**config.mk**
```make
export PLATFORM = sky130hd
export DESIGN_NAME = fpu_rr_arbiter_flat
export DESIGN_NICKNAME = d
export VERILOG_FILES = /design/src/rtl/fpu_rr_arbiter_if.sv /design/src/rtl/fpu_rr_arbiter.sv /design/src/flat_wrapper.sv
export SDC_FILE = /design/constraint.sdc
export NUM_CORES = 1
export LEC_CHECK = 0
export BUFFER_PORTS_ARGS = -buffer_cell sky130_fd_sc_hd__clkbuf_2
export CAP_MARGIN = 15
export CORE_AREA = 8 8 150 152
export DETAILED_ROUTE_END_ITERATION = 10
export DIE_AREA = 0 0 158 160
export PLACE_DENSITY = 0.67
export SETUP_SLACK_MARGIN = 0.3
export SYNTH_ARGS = -nofsm -noshare
export SYNTH_HDL_FRONTEND = slang
export SYNTH_SLANG_ARGS = --single-unit
```
**constraint.sdc**
```tcl
create_clock -name clk -period 10.2 [get_ports clk]
set_input_delay 1.53 -clock clk [delete_from_list [all_inputs] [get_ports clk]]
set_output_delay 1.53 -clock clk [all_outputs]
set_load 0.05 [all_outputs]
```
**src/rtl/fpu_rr_arbiter_if.sv**
```systemverilog
// Bundles the requester ports, response ports and fpu handshake of the arbiter.
// slave: arbiter view. master: the surrounding requesters + fpu (or a testbench).
// Pure wiring, no state.
interface fpu_rr_arbiter_if #(
  parameter int NUM_REQ = 4
);
  logic [NUM_REQ-1:0]    req_valid;
  logic [NUM_REQ-1:0]    req_op;
  logic [NUM_REQ*32-1:0] req_a;
  logic [NUM_REQ*32-1:0] req_b;
  logic [NUM_REQ-1:0]    req_ready;
  logic [NUM_REQ-1:0]    resp_valid;
  logic [31:0]           resp_data;
  logic                  resp_err;
  logic                  fpu_start;
  logic                  fpu_op;
  logic [31:0]           fpu_a;
  logic [31:0]           fpu_b;
  logic                  fpu_ready;
  logic [31:0]           fpu_c;
  logic                  busy;

  modport slave (
    input  req_valid, req_op, req_a, req_b, fpu_ready, fpu_c,
    output req_ready, resp_valid, resp_data, resp_err,
           fpu_start, fpu_op, fpu_a, fpu_b, busy
  );

  modport master (
    output req_valid, req_op, req_a, req_b, fpu_ready, fpu_c,
    input  req_ready, resp_valid, resp_data, resp_err,
           fpu_start, fpu_op, fpu_a, fpu_b, busy
  );
endinterface

```
**src/rtl/fpu_rr_arbiter.sv**
```systemverilog
// Round-robin sharing of one fpu add/sub unit among NUM_REQ requesters.
// Latency: accept edge -> resp_valid 8 cycles later with the nominal fpu; 1 op per 9 cycles.
// Backpressure: requests wait (req_valid held) until granted; responses are a 1-cycle pulse, no backpressure.
module fpu_rr_arbiter #(
  parameter int NUM_REQ = 4,
  parameter int IDX_W   = 2,
  parameter int TIMEOUT = 31
) (
  input logic             clk,
  input logic             rst,
  fpu_rr_arbiter_if.slave bus
);

  localparam int CNT_W = $clog2(TIMEOUT + 1);

  typedef enum logic [2:0] {
    S_IDLE,
    S_ISSUE,
    S_WAIT_LOW,
    S_WAIT_DONE,
    S_RESP
  } state_t;

  state_t             r_state;
  state_t             w_state_nxt;
  logic [IDX_W-1:0]   r_rr_ptr;
  logic [IDX_W-1:0]   r_owner;
  logic               r_op;
  logic [31:0]        r_a;
  logic [31:0]        r_b;
  logic [CNT_W-1:0]   r_tmo_cnt;
  logic [31:0]        r_resp_data;
  logic               r_resp_err;

  logic               w_gnt_vld;
  logic [IDX_W-1:0]   w_gnt_idx;
  logic               w_accept;
  logic               w_waiting;
  logic               w_done;
  logic               w_tmo_hit;
  logic [CNT_W-1:0]   w_tmo_nxt;
  logic [NUM_REQ-1:0] w_req_ready;
  logic [NUM_REQ-1:0] w_resp_valid;

  // Round-robin pick: scan downwards so the last hit is the one closest to rr_ptr.
  always_comb begin
    w_gnt_vld = 1'b0;
    w_gnt_idx = '0;
    for (int k = NUM_REQ - 1; k >= 0; k--) begin
      if (bus.req_valid[(int'(r_rr_ptr) + k) % NUM_REQ]) begin
        w_gnt_vld = 1'b1;
        w_gnt_idx = IDX_W'((int'(r_rr_ptr) + k) % NUM_REQ);
      end
    end
  end

  // Handshake qualifiers; a new op is only issued while the fpu reports ready.
  always_comb begin
    w_accept  = (r_state == S_IDLE) && !rst && bus.fpu_ready && w_gnt_vld;
    w_waiting = (r_state == S_WAIT_LOW) || (r_state == S_WAIT_DONE);
    w_done    = (r_state == S_WAIT_DONE) && bus.fpu_ready;
    w_tmo_nxt = r_tmo_cnt + CNT_W'(1);
    w_tmo_hit = w_waiting && !w_done && (w_tmo_nxt == CNT_W'(TIMEOUT));
  end

  // Next-state logic; normal completion wins over a coincident timeout.
  always_comb begin
    w_state_nxt = r_state;
    case (r_state)
      S_IDLE:      if (w_accept) w_state_nxt = S_ISSUE;
      S_ISSUE:     w_state_nxt = S_WAIT_LOW;
      S_WAIT_LOW: begin
        if (w_tmo_hit)           w_state_nxt = S_RESP;
        else if (!bus.fpu_ready) w_state_nxt = S_WAIT_DONE;
      end
      S_WAIT_DONE: if (w_done || w_tmo_hit) w_state_nxt = S_RESP;
      S_RESP:      w_state_nxt = S_IDLE;
      default:     w_state_nxt = S_IDLE;
    endcase
  end

  // State register; reset drops any in-flight op.
  always_ff @(posedge clk or posedge rst) begin
    if (rst) r_state <= S_IDLE;
    else     r_state <= w_state_nxt;
  end

  // Operand hold, pointer, owner, timeout counter and result capture.
  always_ff @(posedge clk or posedge rst) begin
    if (rst) begin
      r_rr_ptr    <= '0;
      r_owner     <= '0;
      r_op        <= 1'b0;
      r_a         <= '0;
      r_b         <= '0;
      r_tmo_cnt   <= '0;
      r_resp_data <= '0;
      r_resp_err  <= 1'b0;
    end else begin
      if (w_accept) begin
        r_op     <= bus.req_op[w_gnt_idx];
        r_a      <= bus.req_a[int'(w_gnt_idx)*32 +: 32];
        r_b      <= bus.req_b[int'(w_gnt_idx)*32 +: 32];
        r_owner  <= w_gnt_idx;
        r_rr_ptr <= IDX_W'((int'(w_gnt_idx) + 1) % NUM_REQ);
      end
      if (r_state == S_ISSUE) r_tmo_cnt <= '0;
      else if (w_waiting)     r_tmo_cnt <= w_tmo_nxt;
      if (w_done) begin
        r_resp_data <= bus.fpu_c;
        r_resp_err  <= 1'b0;
      end else if (w_tmo_hit) begin
        r_resp_data <= '0;
        r_resp_err  <= 1'b1;
      end
    end
  end

  // One-hot accept and response vectors.
  always_comb begin
    w_req_ready  = '0;
    w_resp_valid = '0;
    for (int i = 0; i < NUM_REQ; i++) begin
      w_req_ready[i]  = w_accept && (w_gnt_idx == IDX_W'(i));
      w_resp_valid[i] = (r_state == S_RESP) && (r_owner == IDX_W'(i));
    end
  end

  assign bus.req_ready  = w_req_ready;
  assign bus.resp_valid = w_resp_valid;
  assign bus.resp_data  = r_resp_data;
  assign bus.resp_err   = (r_state == S_RESP) && r_resp_err;
  assign bus.fpu_start  = (r_state == S_ISSUE);
  assign bus.fpu_op     = r_op;
  assign bus.fpu_a      = r_a;
  assign bus.fpu_b      = r_b;
  assign bus.busy       = (r_state != S_IDLE);

endmodule
```
**src/flat_wrapper.sv**
```systemverilog
// flat-port wrapper written by rule: the top's interface ports become plain ports
module fpu_rr_arbiter_flat 
#(
  parameter int NUM_REQ = 4,
  parameter int IDX_W   = 2,
  parameter int TIMEOUT = 31
)
  (clk, rst, bus_req_valid, bus_req_op, bus_req_a, bus_req_b, bus_fpu_ready, bus_fpu_c, bus_req_ready, bus_resp_valid, bus_resp_data, bus_resp_err, bus_fpu_start, bus_fpu_op, bus_fpu_a, bus_fpu_b, bus_busy);
  fpu_rr_arbiter_if #(.NUM_REQ(NUM_REQ)) bus_i ();
  input logic clk;
  input logic rst;
  input wire logic [$bits(bus_i.req_valid)-1:0] bus_req_valid;
  input wire logic [$bits(bus_i.req_op)-1:0] bus_req_op;
  input wire logic [$bits(bus_i.req_a)-1:0] bus_req_a;
  input wire logic [$bits(bus_i.req_b)-1:0] bus_req_b;
  input wire logic [$bits(bus_i.fpu_ready)-1:0] bus_fpu_ready;
  input wire logic [$bits(bus_i.fpu_c)-1:0] bus_fpu_c;
  output wire logic [$bits(bus_i.req_ready)-1:0] bus_req_ready;
  output wire logic [$bits(bus_i.resp_valid)-1:0] bus_resp_valid;
  output wire logic [$bits(bus_i.resp_data)-1:0] bus_resp_data;
  output wire logic [$bits(bus_i.resp_err)-1:0] bus_resp_err;
  output wire logic [$bits(bus_i.fpu_start)-1:0] bus_fpu_start;
  output wire logic [$bits(bus_i.fpu_op)-1:0] bus_fpu_op;
  output wire logic [$bits(bus_i.fpu_a)-1:0] bus_fpu_a;
  output wire logic [$bits(bus_i.fpu_b)-1:0] bus_fpu_b;
  output wire logic [$bits(bus_i.busy)-1:0] bus_busy;
  assign bus_i.req_valid = bus_req_valid;
  assign bus_i.req_op = bus_req_op;
  assign bus_i.req_a = bus_req_a;
  assign bus_i.req_b = bus_req_b;
  assign bus_i.fpu_ready = bus_fpu_ready;
  assign bus_i.fpu_c = bus_fpu_c;
  assign bus_req_ready = bus_i.req_ready;
  assign bus_resp_valid = bus_i.resp_valid;
  assign bus_resp_data = bus_i.resp_data;
  assign bus_resp_err = bus_i.resp_err;
  assign bus_fpu_start = bus_i.fpu_start;
  assign bus_fpu_op = bus_i.fpu_op;
  assign bus_fpu_a = bus_i.fpu_a;
  assign bus_fpu_b = bus_i.fpu_b;
  assign bus_busy = bus_i.busy;
  fpu_rr_arbiter #(.NUM_REQ(NUM_REQ), .IDX_W(IDX_W), .TIMEOUT(TIMEOUT)) u_core (.clk(clk), .rst(rst), .bus(bus_i));
endmodule
```
# Yosys cells after proc, flatten, opt, wreduce, memory -nomap -nowiden
# Cells that the tools add are included.
[op_classes]
bitwise = 3
add_sub_neg = 5
eq_ne = 14
muxes = 32
magnitude_cmp = 5
n_reduce_logical = 29
n_shift = 2
[op_table]
columns = ["operator", "n"]
rows = [
  ["128-bit by 8-bit variable part select with 32-bit output", 2],
  ["32-bit 2-to-1 mux", 2],
  ["1-bit logical AND", 15],
  ["1-bit 2-to-1 mux", 14],
  ["3-bit by 4-bit < comparator with 1-bit output, second input constant", 3],
  ["3-bit 2-to-1 mux", 4],
  ["3-bit case mux with 4 select lines", 1],
  ["1-bit binary-select mux with 2-bit select", 5],
  ["5-bit 2-to-1 mux", 2],
  ["2-bit equality test, second input constant", 4],
  ["2-bit 2-to-1 mux", 4],
  ["3-bit by 2-bit equality test with 1-bit output, second input constant", 2],
  ["2-bit by 3-bit < comparator with 1-bit output, second input constant", 2],
  ["2-bit OR reduction", 3],
  ["5-bit by 1-bit adder with 5-bit output, second input constant", 1],
  ["5-bit equality test, second input constant", 1],
  ["2-bit by 1-bit adder with 2-bit output, second input constant", 2],
  ["2-bit adder, second input constant", 2],
  ["2-bit by 1-bit equality test with 1-bit output, second input constant", 2],
  ["2-bit logical NOT", 2],
  ["2-bit nonzero test", 2],
  ["1-bit AND, first input constant", 3],
  ["3-bit by 1-bit equality test with 1-bit output, second input constant", 1],
  ["3-bit equality test, second input constant", 1],
  ["8 further kinds", 10],
]
[totals]
output_inout_bits = 108
ff_bits = 110
word_cells = 99
in_bits = 299

# Longest topological paths before layout
# Gate-level depths: netlist of run 1.
[logic_depth]
ltp_word = 13
ltp_mapped = 9
ltp_nobuf = 7

# Worst setup path after synthesis of run 1
# OpenSTA, ideal clock, no wires.
[synth_timing]
path_type = "input port to output port"
startpoint = "input bus_req_valid[3]"
endpoint = "output bus_req_ready[0]"
t_required_ns = 8.670
n_path_buf = 2
setup_slack_ns = 5.568
path_stages = 8
t_arrival_ns = 3.102
cell_sequence = "o21bai_1 -> a221oi_2 -> or2_1 -> buf_2 -> inv_2 -> clkbuf_1 -> ha_1 -> and2_1"
[synth_between]
elab_chain_len = 9
elab_cells_between_ends = 22
classes_between = "mux (19); reduce/logical (3)"
[synth_rtl]
columns = ["element", "line_no", "rtl"]
rows = [
  ["start, declared", "flat_wrapper.sv:12", "input wire logic [$bits(bus_i.req_valid)-1:0] bus_req_valid;"],
  ["1-bit binary-select mux with 2-bit select", "fpu_rr_arbiter.sv:50", "if (bus.req_valid[(int'(r_rr_ptr) + k) % NUM_REQ]) begin"],
  ["1-bit 2-to-1 mux (implied by the code) (2 in a row)", "fpu_rr_arbiter.sv:50", ""],
  ["2-bit 2-to-1 mux / 1-bit 2-to-1 mux (equally long branches) (4 in a row)", "fpu_rr_arbiter.sv:50", ""],
  ["2-bit logical NOT / 1-bit logical AND (equally long branches)", "fpu_rr_arbiter.sv:124, fpu_rr_arbiter.sv:59", ""],
  ["1-bit logical AND *", "fpu_rr_arbiter.sv:124", "w_req_ready[i] = w_accept && (w_gnt_idx == IDX_W'(i));"],
  ["end, declared", "flat_wrapper.sv:18", "output wire logic [$bits(bus_i.req_ready)-1:0] bus_req_ready;"],
]
# Every way passes the cells marked *; elsewhere a longest branch is shown, timed or not. The select of a mux whose other input is x is not followed.

# Worst setup path after layout of run 1
[layout_timing]
startpoint = "input bus_req_valid[3]"
endpoint = "output bus_req_ready[1]"
[layout_between]
elab_chain_len = 9
elab_cells_between_ends = 22
classes_between = "eq/ne (1); mux (19); reduce/logical (2)"
[layout_rtl]
columns = ["element", "line_no"]
rows = [
  ["1-bit binary-select mux with 2-bit select", "fpu_rr_arbiter.sv:50"],
  ["1-bit 2-to-1 mux (implied by the code) (2 in a row)", "fpu_rr_arbiter.sv:50"],
  ["2-bit 2-to-1 mux / 1-bit 2-to-1 mux (equally long branches) (4 in a row)", "fpu_rr_arbiter.sv:50"],
  ["2-bit by 1-bit equality test with 1-bit output / 1-bit logical AND (equally long branches)", "fpu_rr_arbiter.sv:124, fpu_rr_arbiter.sv:59"],
  ["1-bit logical AND *", "fpu_rr_arbiter.sv:124"],
]
# Marked as above.

==> qor.yml, run 1 <==
cells_and_area:
  area_growth_pct: 42.8
  drive_above_1_share: 0.447
  finalNetCount: 1290
  instances_no_fill: 1260
  antenna_cells: 0
outcome:
  outcome: "finished clean"
floorplan:
  die_h_um: 160
  core_area_um2: 20000
  num_io_pins: 407
  num_rows: 52
  start_util: 0.302
  die_area_um2: 25300
  fp.dieW_um: 158
timing:
  rsz0062_at_grt: "no"
  max_freq_mhz: 181
  setup_tns_ps: 0
  slew_headroom: 0.250
  tightest_slew_ps: 1120
  layout_min_cycle_time_ps: 5510
  setup_violations: 0
  finClkSkew_ps: 17.8
  post-route-period-util: 0.541
  hold_viol: 0
  drv_slew: 0
worst_setup_path:
  end_kind: "primary output"
  cp_num_buf_inv: 5
  critical_path_class: "in2out"
  path_depth: 9
  setup.worst_path.start: "bus_req_valid[3]"
  crit_end: "bus_req_ready[1]"
  r2r-start: "u_core.r_rr_ptr[0]"
  worstSetupStartpointType: "input port"
  cp.arrival_ps: 3980
  cpLargestDelayFamily: "buffers and inverters"
  max_stage_delay_ps: 540
  r2r_slack_ps: 6800
  rr_endpoint: "u_core.bus.fpu_a[12]"
  cp_data_required_time_ps: 8670
  crit_fanout: 56
  worstPathCellList: "clkbuf_2 -> inv_1 -> a221oi_4 -> buf_4 -> or2_2 -> buf_4 -> ha_1 -> and2_1 -> clkbuf_2"
  r2r_cells: 8
  cp_slowest_cell: "buf_4"
route:
  vias_per_cell: 5.02
  drt_first_pass_iters: 4
  post_drt_wl_per_cell_um: 19.5
  route.detailed.drc: 0
  drt_iter0_drc: 353
  vias: 6326
  final_antenna_net_count: 0
  finalWirelength_mm: 24.6
global_routing:
  antenna_found_initial: 0
  grt_first_pass_wirelength_mm: 37.0
  gr-usage-all-layers: 0.186
  grt_pass1_vias: 6724
  grt_start_max_net_pins: 68
  grt.overflow.total: 0
synthesis:
  synth_top_area_cell: "dfrtp_1"
  yosys_warnings: 0
  synth_top_cell_area_share: 0.455
  syn_nets: 917
  synthTopCellsByArea: "dfrtp_1, mux2i_1, nand2_1"
  synthesis.area_um2: 6040
  synth.avg_cell_area_um2: 9.87
  ys_seq_area_frac: 0.455
  synth_cells: 612
  synth_flop_cell: "dfrtp_1"
  synth-edff-count: 0
  synth-async-reset-ratio: 1.00
  ys_ff_latch: 110
  synth_common_cells: "nand2_1, dfrtp_1, mux2i_1"
  post-synth-top-count-cell: "nand2_1"
  synth.distinct_cells: 41
clock_network:
  cts_buffers: 9
  htreeDepth: 3
  postCtsHoldBufs: 0
  postCtsResizedCells: 0
  clk_latency_ps: 360
  tritoncts: "built"
  clk_path_buf_depth: 2
  clock_sinks: 110
  postCtsSetupBuffers: 0
  cts.clk_slew.worst_paths_ps: 80
  cts_root_buf: "clkbuf_16"
power:
  powerDensity_nw_per_um2: 322
  p_leak_nw: 4.56
  ir_drop_mv: 0.177
  p_total_w: 0.00278
placement:
  dp_cells: 1243
  place_congestion: 0.891
  port_buffers: 406
  hpwl_mm: 19.2
run:
  drv_cap: 0
worst_hold_path:
  hold_class: "reg2reg"
  hold_path_startpoint: "u_core.bus.fpu_a[30]"
area by class of cell:
class	instances	area, µm²
Clock buffer	9	225
Clock inverter	7	101
Fill cell	1956	11400
Inverter	11	46.3
Multi-Input combinational cell	437	3040
Sequential cell	110	2750
Tap cell	270	338
Timing Repair Buffer	416	2130
worst register-to-register path, cell delays in order (launching register included):
cell and delay (ps):
dfrtp_1 410, inv_1 190, a221oi_4 90, buf_4 260, or2_2 500, inv_4 550
buf_4 760, mux2i_1 340, o221ai_1 150
through the flow:
step                hold WS, ps  area, µm²  utilization  setup slack [ps]
floorplan                   481       6040            -              5570
global placement            470       8280        0.413              4730
detailed placement          475       8280        0.413              4700
CTS                         500       8600        0.429              4700
global route                523       8630        0.431              4510
finish                      494       8630        0.431              4690
state kept, by name, summed over array words and instances, names as in the netlist:
name,flops
u_core.bus.fpu_a,32
u_core.bus.fpu_b,32
u_core.bus.resp_data,32
u_core.r_tmo_cnt,5
u_core.r_state,3
u_core.r_owner,2
u_core.r_rr_ptr,2
u_core.bus.fpu_op,1
u_core.r_resp_err,1
kinds of logic (layout without fill, tap and decap cells):
| logic type | after synthesis | in the layout | synth area share |
|---|---|---|---|
| simple gates | 213 | 213 | 0.168 |
| mux | 64 | 64 | 0.106 |
| flops | 110 | 110 | 0.455 |
| compound gates | 154 | 154 | 0.210 |
| buf+inv | 65 | 443 | 0.0480 |
| fa+ha+maj | 6 | 6 | 0.0124 |
routing by layer:
layer	wire (µm)	share of wire	global-route usage	vias up
met4	503	0.020	0.0510	0
met3	2380	0.097	0.0518	37
met5	0	0	0	-
li1	-	-	-	3028
met1	9600	0.39	0.219	2929
met2	12100	0.49	0.324	332
power by group:
part	leakage, nW	switching (W)	internal [W]
Combinational	3.07	0.00118	0.000451
Sequential	1.34	0.000138	0.000639
Clock	0.157	0.000197	0.000183
how the worst min path moves through the flow:
| stage | depth (start not counted) | to |
|---|---|---|
| floorplan | 2 | u_core.r_resp_err |
| global placement | 2 | u_core.bus.fpu_b[13] |
| detailed placement | 2 | u_core.bus.fpu_a[30] |
| CTS | 2 | u_core.bus.fpu_b[29] |
| global route | 1 | u_core.bus.resp_data[1] |
| finish | 2 | u_core.bus.fpu_a[30] |
cell usage in the layout, fill, tap and decap left out, types with 3 or more instances in the layout:
cell type	synthesis	layout
and2_1	4	4
a22o_1	34	34
nor3_1	6	6
mux2i_1	64	64
a311oi_1	33	33
nand3_1	3	3
inv_12	0	3
nand2_1	111	111
a211oi_1	33	33
a21oi_1	5	5
dfrtp_1	110	110
nor3b_1	35	35
o221ai_1	32	32
inv_1	10	9
clkbuf_16	0	9
clkbuf_2	0	406
ha_1	6	6
o21ai_0	5	5
buf_4	7	9
nor2_1	41	40
(Power assumes the default switching activity.)
==> run 2, diff against run 1 <==
--- a/config.mk
+++ b/config.mk
@@ -7,10 +7,10 @@
 export LEC_CHECK = 0
 export BUFFER_PORTS_ARGS = -buffer_cell sky130_fd_sc_hd__clkbuf_2
 export CAP_MARGIN = 15
-export CORE_AREA = 8 8 150 152
+export CORE_AREA = 8 8 151 153
 export DETAILED_ROUTE_END_ITERATION = 10
-export DIE_AREA = 0 0 158 160
-export PLACE_DENSITY = 0.67
+export DIE_AREA = 0 0 159 161
+export PLACE_DENSITY = 0.69
 export SETUP_SLACK_MARGIN = 0.3
 export SYNTH_ARGS = -nofsm -noshare
 export SYNTH_HDL_FRONTEND = slang
==> constraint.sdc (replaced) <==
create_clock -name clk -period 4.82 [get_ports clk]
set_input_delay 0.723 -clock clk [delete_from_list [all_inputs] [get_ports clk]]
set_output_delay 0.723 -clock clk [all_outputs]
set_load 0.05 [all_outputs]
==> run 2 against run 1 <==
  * Total power increased by 110%
  * Worst hold slack got worse by 24 ps
  * Sequential power grew 110%
  * Via count rose by 2.3%
  * Combinational power increased by 110%
  * Critical endpoint is now bus_req_ready[2]
  * Largest cell class unchanged
==> qor.yml, run 2 (same netlist as run 1, synthesis figures left out) <==
outcome:
  outcome: "finished clean"  # unchanged
global_routing:
  grt_first_pass_wirelength_mm: 38.9  # was 37.0 mm
  antenna_found_initial: 0  # unchanged
  grt_pass1_vias: 6786  # was 6724
  gr-usage-all-layers: 0.189  # was 0.186
  grt_start_max_net_pins: 68  # unchanged
  grt.overflow.total: 0  # unchanged
timing:
  tightest_slew_ps: 936  # was 1120 ps
  hold_viol: 0  # unchanged
  post-route-period-util: 0.671
  max_freq_mhz: 309
  slew_headroom: 0.374  # was 0.250
  finClkSkew_ps: 16.1  # was 17.8 ps
  drv_slew: 0  # unchanged
  setup_ws_ps: 1580  # was 4690 ps
  rsz0062_at_grt: "no"  # unchanged
  setup_tns_ps: 0  # unchanged
  hold_ws_ps: 469  # was 494 ps
  setup_violations: 0  # unchanged
  layout_min_cycle_time_ps: 3240
worst_setup_path:
  cp.arrival_ps: 2510  # was 3980 ps
  crit_fanout: 34  # was 56
  critical_path_class: "in2out"  # unchanged
  cp_data_required_time_ps: 4100  # was 8670 ps
  end_kind: "primary output"  # unchanged
  worstSetupStartpointType: "input port"  # unchanged
cells_and_area:
  final_cell_mix: "clkbuf_2, nand2_1, dfrtp_1"  # unchanged
  antenna_cells: 0  # unchanged
  multi_input_area_um2: 3040  # unchanged
  area_growth_pct: 43.4  # was 42.8%
  finalNetCount: 1294  # was 1290
  drive_above_1_share: 0.450  # was 0.447
  stdcell_area_um2: 8670  # was 8630 µm²
  nFillCells: 2032  # was 1956
  layout.cells.most_common: "clkbuf_2"  # unchanged
  register_area_um2: 2750  # unchanged
floorplan:
  start_util: 0.294  # was 0.302
  core_area_um2: 20600  # was 20000 µm²
  die_area_um2: 25600  # was 25300 µm²
  num_rows: 53  # was 52
  num_io_pins: 407  # unchanged
  fp.dieW_um: 159  # was 158 µm
  die_h_um: 161  # was 160 µm
clock_network:
  clk_path_buf_depth: 2  # unchanged
  clock_sinks: 110  # unchanged
  cts.clk_slew.worst_paths_ps: 100  # was 80 ps
  postCtsSetupBuffers: 0  # unchanged
  clk_latency_ps: 360  # about the same
  cts_root_buf: "clkbuf_16"  # unchanged
  tritoncts: "built"  # unchanged
  postCtsHoldBufs: 0  # unchanged
  cts_buffers: 9  # unchanged
  postCtsResizedCells: 0  # unchanged
  htreeDepth: 3  # unchanged
route:
  drt_iter0_drc: 415  # was 353
  finalWirelength_mm: 25.0  # was 24.6 mm
  vias: 6470  # was 6326
  post_drt_wl_per_cell_um: 19.7  # was 19.5 µm
  drt_first_pass_iters: 5  # was 4
  vias_per_cell: 5.10  # was 5.02
  route.detailed.drc: 0  # unchanged
  final_antenna_net_count: 0  # unchanged
power:
  intPower_w: 0.00271  # was 0.00127 W
  p_leak_nw: 4.58  # was 4.56 nW
  power.clock.fraction: 0.138  # was 0.136
  switchingPower_w: 0.00320  # was 0.00151 W
  power_switching_share: 0.541  # was 0.543
  powerDensity_nw_per_um2: 682  # was 322 nW/µm²
  ir_drop_mv: 0.367  # was 0.177 mV
  p_comb_frac: 0.585  # was 0.584
  seqPwrFrac: 0.277  # was 0.279
placement:
  pre_cts_slack_ps: 1530  # was 4700 ps
  port_buffers: 406  # unchanged
  dpl_cell_area_um2: 8310  # was 8280 µm²
  hpwl_mm: 19.5  # was 19.2 mm
  place_congestion: 0.859  # was 0.891
worst_hold_path:
  hold_class: "in2async"  # was reg2reg
run:
  drv_cap: 0  # unchanged
==> run 2: cell count changes in the layout (fill, tap and decap cells not counted) <==
cell   change
buf_4      +4
==> run 2: worst max-delay path, cell delays in order <==
cell and delay [ps]:
clkbuf_2 150, inv_1 90, a221oi_4 250, buf_4 390, or2_2 250, inv_4 50, ha_1 210, and2_1 140
clkbuf_2 230
==> run 2: metal layers <==
metal	up-vias	part of all wire	track usage
li1	3028	-	-
met1	3048	0.40	0.222
met2	356	0.48	0.315
met3	38	0.095	0.0624
met4	0	0.026	0.0725
met5	-	0	0
==> run 2: path summary, 6_finish.rpt <==
path | slack [ps] | to | cells past startpoint | start
worst max-delay path | 1580 | bus_req_ready[2] | 9 | bus_req_valid[3]
worst min-delay path | 470 | u_core.bus.fpu_b[8] | 2 | rst
worst max register to register | 1960 | u_core.bus.fpu_a[21] | 5 | u_core.r_state[1]
worst min register to register | 490 | u_core.bus.fpu_b[10] | 2 | u_core.bus.fpu_b[10]
max in group asynchronous | 3420 | u_core.bus.fpu_b[31] | 3 | rst
min in group clk | 490 | u_core.bus.fpu_b[10] | 2 | u_core.bus.fpu_b[10]
==> run 2: metrics by stage <==
stage,power (W),std cells,util
2_1_floorplan,0.00419,612,-
3_3_place_gp,0.00508,1252,0.404
3_5_place_dp,0.00513,1252,0.404
4_1_cts,0.00597,1268,0.420
5_1_grt,0.00625,1269,0.422
6_report,0.00591,1269,0.422
==> run 2: area by class of cell <==
class / count / area share
multi-input combinational: 437 / 0.351
sequential: 110 / 0.318
timing repair buffer: 420 / 0.249
tap: 275 / 0.0397
clock buffer: 9 / 0.0260
clock inverter: 7 / 0.0117
inverter: 11 / 0.00534
==> run 2: power by group through the flow <==
stage               Combinational [W]  Clock (W)  Sequential (W)
floorplan                     0.00126          0         0.00293
global placement              0.00344          0         0.00164
detailed placement            0.00349          0         0.00164
CTS                           0.00349   0.000850         0.00163
global route                  0.00368   0.000878         0.00169
finish                        0.00345   0.000818         0.00164
==> run 3, diff against run 2 <==
--- a/config.mk
+++ b/config.mk
@@ -5,11 +5,12 @@
 export SDC_FILE = /design/constraint.sdc
 export NUM_CORES = 1
 export LEC_CHECK = 0
+export ABC_AREA = 1
 export BUFFER_PORTS_ARGS = -buffer_cell sky130_fd_sc_hd__clkbuf_2
 export CAP_MARGIN = 15
-export CORE_AREA = 8 8 151 153
+export CORE_AREA = 8 8 154 156
 export DETAILED_ROUTE_END_ITERATION = 10
-export DIE_AREA = 0 0 159 161
+export DIE_AREA = 0 0 162 164
 export PLACE_DENSITY = 0.69
 export SETUP_SLACK_MARGIN = 0.3
 export SYNTH_ARGS = -nofsm -noshare
==> constraint.sdc (replaced) <==
create_clock -name clk -period 3.2 [get_ports clk]
set_input_delay 0.48 -clock clk [delete_from_list [all_inputs] [get_ports clk]]
set_output_delay 0.48 -clock clk [all_outputs]
set_load 0.05 [all_outputs]
==> run 3 against run 2 <==
  * Via count grew 29%
  * Global-route usage grew 1.4 points
  * Setup slack lost 1100 ps
  * Routed wire length grew 15%
  * Utilization grew 3.3 points
  * Sequential power grew 49%
  * Flip-flop and latch count is the same
  * Clock power grew 43%
  * Critical path depth grew 3
  * Total power grew 100%
==> qor.yml, run 3 <==
floorplan:
  start_util: 0.327  # was 0.294
  die_area_um2: 26600  # was 25600 µm²
  num_io_pins: 407  # unchanged
  die_h_um: 164  # was 161 µm
  core_area_um2: 21400  # was 20600 µm²
  num_rows: 54  # was 53
  fp.dieW_um: 162  # was 159 µm
power:
  ir_drop_mv: 0.782  # was 0.367 mV
  powerDensity_nw_per_um2: 1240  # was 682 nW/µm²
  p_leak_nw: 5.58  # was 4.58 nW
  p_total_w: 0.0120  # was 0.00591 W
synthesis:
  synth_top_cell_area_share: 0.394  # was 0.455
  synth.avg_cell_area_um2: 6.61  # was 9.87 µm²
  synthTopCellsByArea: "dfrtp_1, nand2_1, nand3_1"  # was dfrtp_1, mux2i_1, nand2_1
  ys_ff_latch: 110  # unchanged
  muxShareOfSynthArea: 0  # was 0.106
  post-synth-top-count-cell: "nand2_1"  # unchanged
  ys_seq_area_frac: 0.394  # was 0.455
  synth-xor-area-share: 0.00501  # was 0
  synth_cells: 1058  # was 612
  syn_nets: 1363  # was 917
  synth-async-reset-ratio: 1.00  # unchanged
  synth_top_area_cell: "dfrtp_1"  # unchanged
  synth_common_cells: "nand2_1, nand3_1, nor2_1"  # was nand2_1, dfrtp_1, mux2i_1
  synthesis.area_um2: 6990  # was 6040 µm²
  synth_top_family_by_area: "simple AND/OR/NAND/NOR gates"  # was compound AO/OA/AOI/OAI gates
  synth-compound-area-share: 0.0120  # was 0.210
  synthAdderAreaFrac: 0.0107  # was 0.0124
  yosys.area_share.simple: 0.494  # was 0.168
  yosys_warnings: 0  # unchanged
  synth-edff-count: 0  # unchanged
  synth_flop_cell: "dfrtp_1"  # unchanged
  synth.distinct_cells: 30  # was 41
worst_setup_path:
  critical_path_class: "reg2out"  # was in2out
  cp_data_required_time_ps: 2720  # was 4100 ps
  end_kind: "primary output"  # unchanged
  r2r_cells: 11  # was 5
  cp.arrival_ps: 2270  # was 2510 ps
  crit_fanout: 8  # was 34
  r2r-start: "u_core.r_rr_ptr[0]"  # was u_core.r_state[1]
  worstSetupStartpointType: "flop"  # was input port
  r2r_slack_ps: 540  # was 1960 ps
  rr_endpoint: "u_core.bus.fpu_a[25]"  # was u_core.bus.fpu_a[21]
timing:
  finClkSkew_ps: 16.4  # was 16.1 ps
  setup_tns_ps: 0  # unchanged
  layout_min_cycle_time_ps: 2750
  max_freq_mhz: 364
  post-route-period-util: 0.858
  tightest_slew_ps: 1110  # was 936 ps
  hold_viol: 0  # unchanged
  drv_slew: 0  # unchanged
  setup_violations: 0  # unchanged
  slew_headroom: 0.262  # was 0.374
  rsz0062_at_grt: "no"  # unchanged
run:
  drv_cap: 0  # unchanged
route:
  vias_per_cell: 4.84  # was 5.10
  finalWirelength_mm: 28.6  # was 25.0 mm
  post_drt_wl_per_cell_um: 16.6  # was 19.7 µm
  final_antenna_net_count: 0  # unchanged
  drt_iter0_drc: 667  # was 415
  route.detailed.drc: 0  # unchanged
  drt_first_pass_iters: 5  # unchanged
  vias: 8324  # was 6470
cells_and_area:
  nFillCells: 2259  # was 2032
  finalNetCount: 1741  # was 1294
  layout.cells.most_common: "clkbuf_2"  # unchanged
  drive_above_1_share: 0.336  # was 0.450
  area_growth_pct: 38.9  # was 43.4%
  final_cell_mix: "clkbuf_2, nand2_1, nand3_1"  # was clkbuf_2, nand2_1, dfrtp_1
  antenna_cells: 0  # unchanged
global_routing:
  grt_pass1_vias: 8135  # was 6786
  antenna_found_initial: 1  # was 0
  grt_first_pass_wirelength_mm: 43.6  # was 38.9 mm
  grt.overflow.total: 0  # unchanged
  gr-usage-all-layers: 0.203  # was 0.189
  grt_start_max_net_pins: 98  # was 68
placement:
  place_congestion: 0.870  # was 0.859
  hpwl_mm: 21.8  # was 19.5 mm
  port_buffers: 406  # unchanged
clock_network:
  clk_latency_ps: 360  # about the same
  clk_path_buf_depth: 2  # unchanged
  clock_sinks: 110  # unchanged
  cts_root_buf: "clkbuf_16"  # unchanged
  tritoncts: "built"  # unchanged
  cts.clk_slew.worst_paths_ps: 80  # was 100 ps
  htreeDepth: 3  # unchanged
  postCtsHoldBufs: 0  # unchanged
  cts_buffers: 9  # unchanged
outcome:
  outcome: "finished clean"  # unchanged
worst_hold_path:
  hold_class: "in2async"  # unchanged
run 3: changes by cell type in the layout (fill, tap and decap cells not counted), moves of 35 or more:
cell	before	now
inv_1	9	53
mux2i_1	64	0
nand2_1	111	357
nand3_1	3	265
nor2_1	40	110
nor3b_1	35	0
run 3: area by class of cell:
type | count | area, µm² | area share
clock buffer | 9 | 225 | 0.0232
clock inverter | 7 | 83.8 | 0.00863
sequential | 110 | 2760 | 0.284
multi-input combinational | 817 | 3710 | 0.382
inverter | 60 | 229 | 0.0236
timing repair buffer | 438 | 2360 | 0.243
tap | 280 | 350 | 0.0361
run 3: what timing repair did:
item,CTS,global route
setup endpoints to repair,4,5
setup buffers,5,4
cloned,0,1
gates resized for setup,3,8
pin swaps,1,1
run 3: worst max path at each step:
stage	cells past startpoint	slack [ps]	to	start
after floorplan	7	320	bus_req_ready[0]	u_core.r_state[1]
after global placement	13	440	u_core.bus.fpu_a[25]	u_core.r_rr_ptr[0]
after detailed placement	13	380	u_core.bus.fpu_b[6]	u_core.r_rr_ptr[0]
after CTS	12	330	bus_req_ready[0]	u_core.r_rr_ptr[0]
after global routing	6	310	bus_req_ready[1]	u_core.r_state[1]
final	12	450	bus_req_ready[2]	u_core.r_rr_ptr[0]
run 3: routing by layer:
metal | GRT usage | wire (µm)
met4 | 0.0661 | 677
met3 | 0.0549 | 2320
met1 | 0.236 | 11400
met2 | 0.355 | 14200
met5 | 0 | 13
run 3: through the flow:
stage          instances  setup slack, ps   util  cell area (µm²)  hold slack, ps
5_1_grt             1721              309  0.455             9710            17.0
2_1_floorplan       1058              319      -             7000             496
4_1_cts             1716              326  0.452             9650            10.3
3_3_place_gp        1695              441  0.435             9280             401
6_report            1721              453  0.455             9710            26.1
3_5_place_dp        1695              377  0.435             9280             404
run 3: kinds of logic after synthesis:
logic type                 after synthesis
xor gates and xnor gates                 4
DFF                                    110
adders and majority gates                6
AOI/OAI and AO/OA                       16
buffers and inverters                  132
and+or+nand+nor                        790
run 3: critical path, cell delays in order (launching register included):
cell and delay [ps]:
dfrtp_2 430, buf_4 170, nand2_2 80, nand3_2 120, nand2_1 110, nor2_1 80
nand2_1 140, inv_2 70, nor2_4 190, ha_1 170, inv_1 40, nor2_2 150
buf_12 160
run 3: report_power, final:
part	total (W)	internal (W)	switching (W)
logic	0.00842	0.00227	0.00614
clock network	0.00117	0.000563	0.000607
registers	0.00244	0.00205	0.000386
total	0.0120	0.00489	0.00714
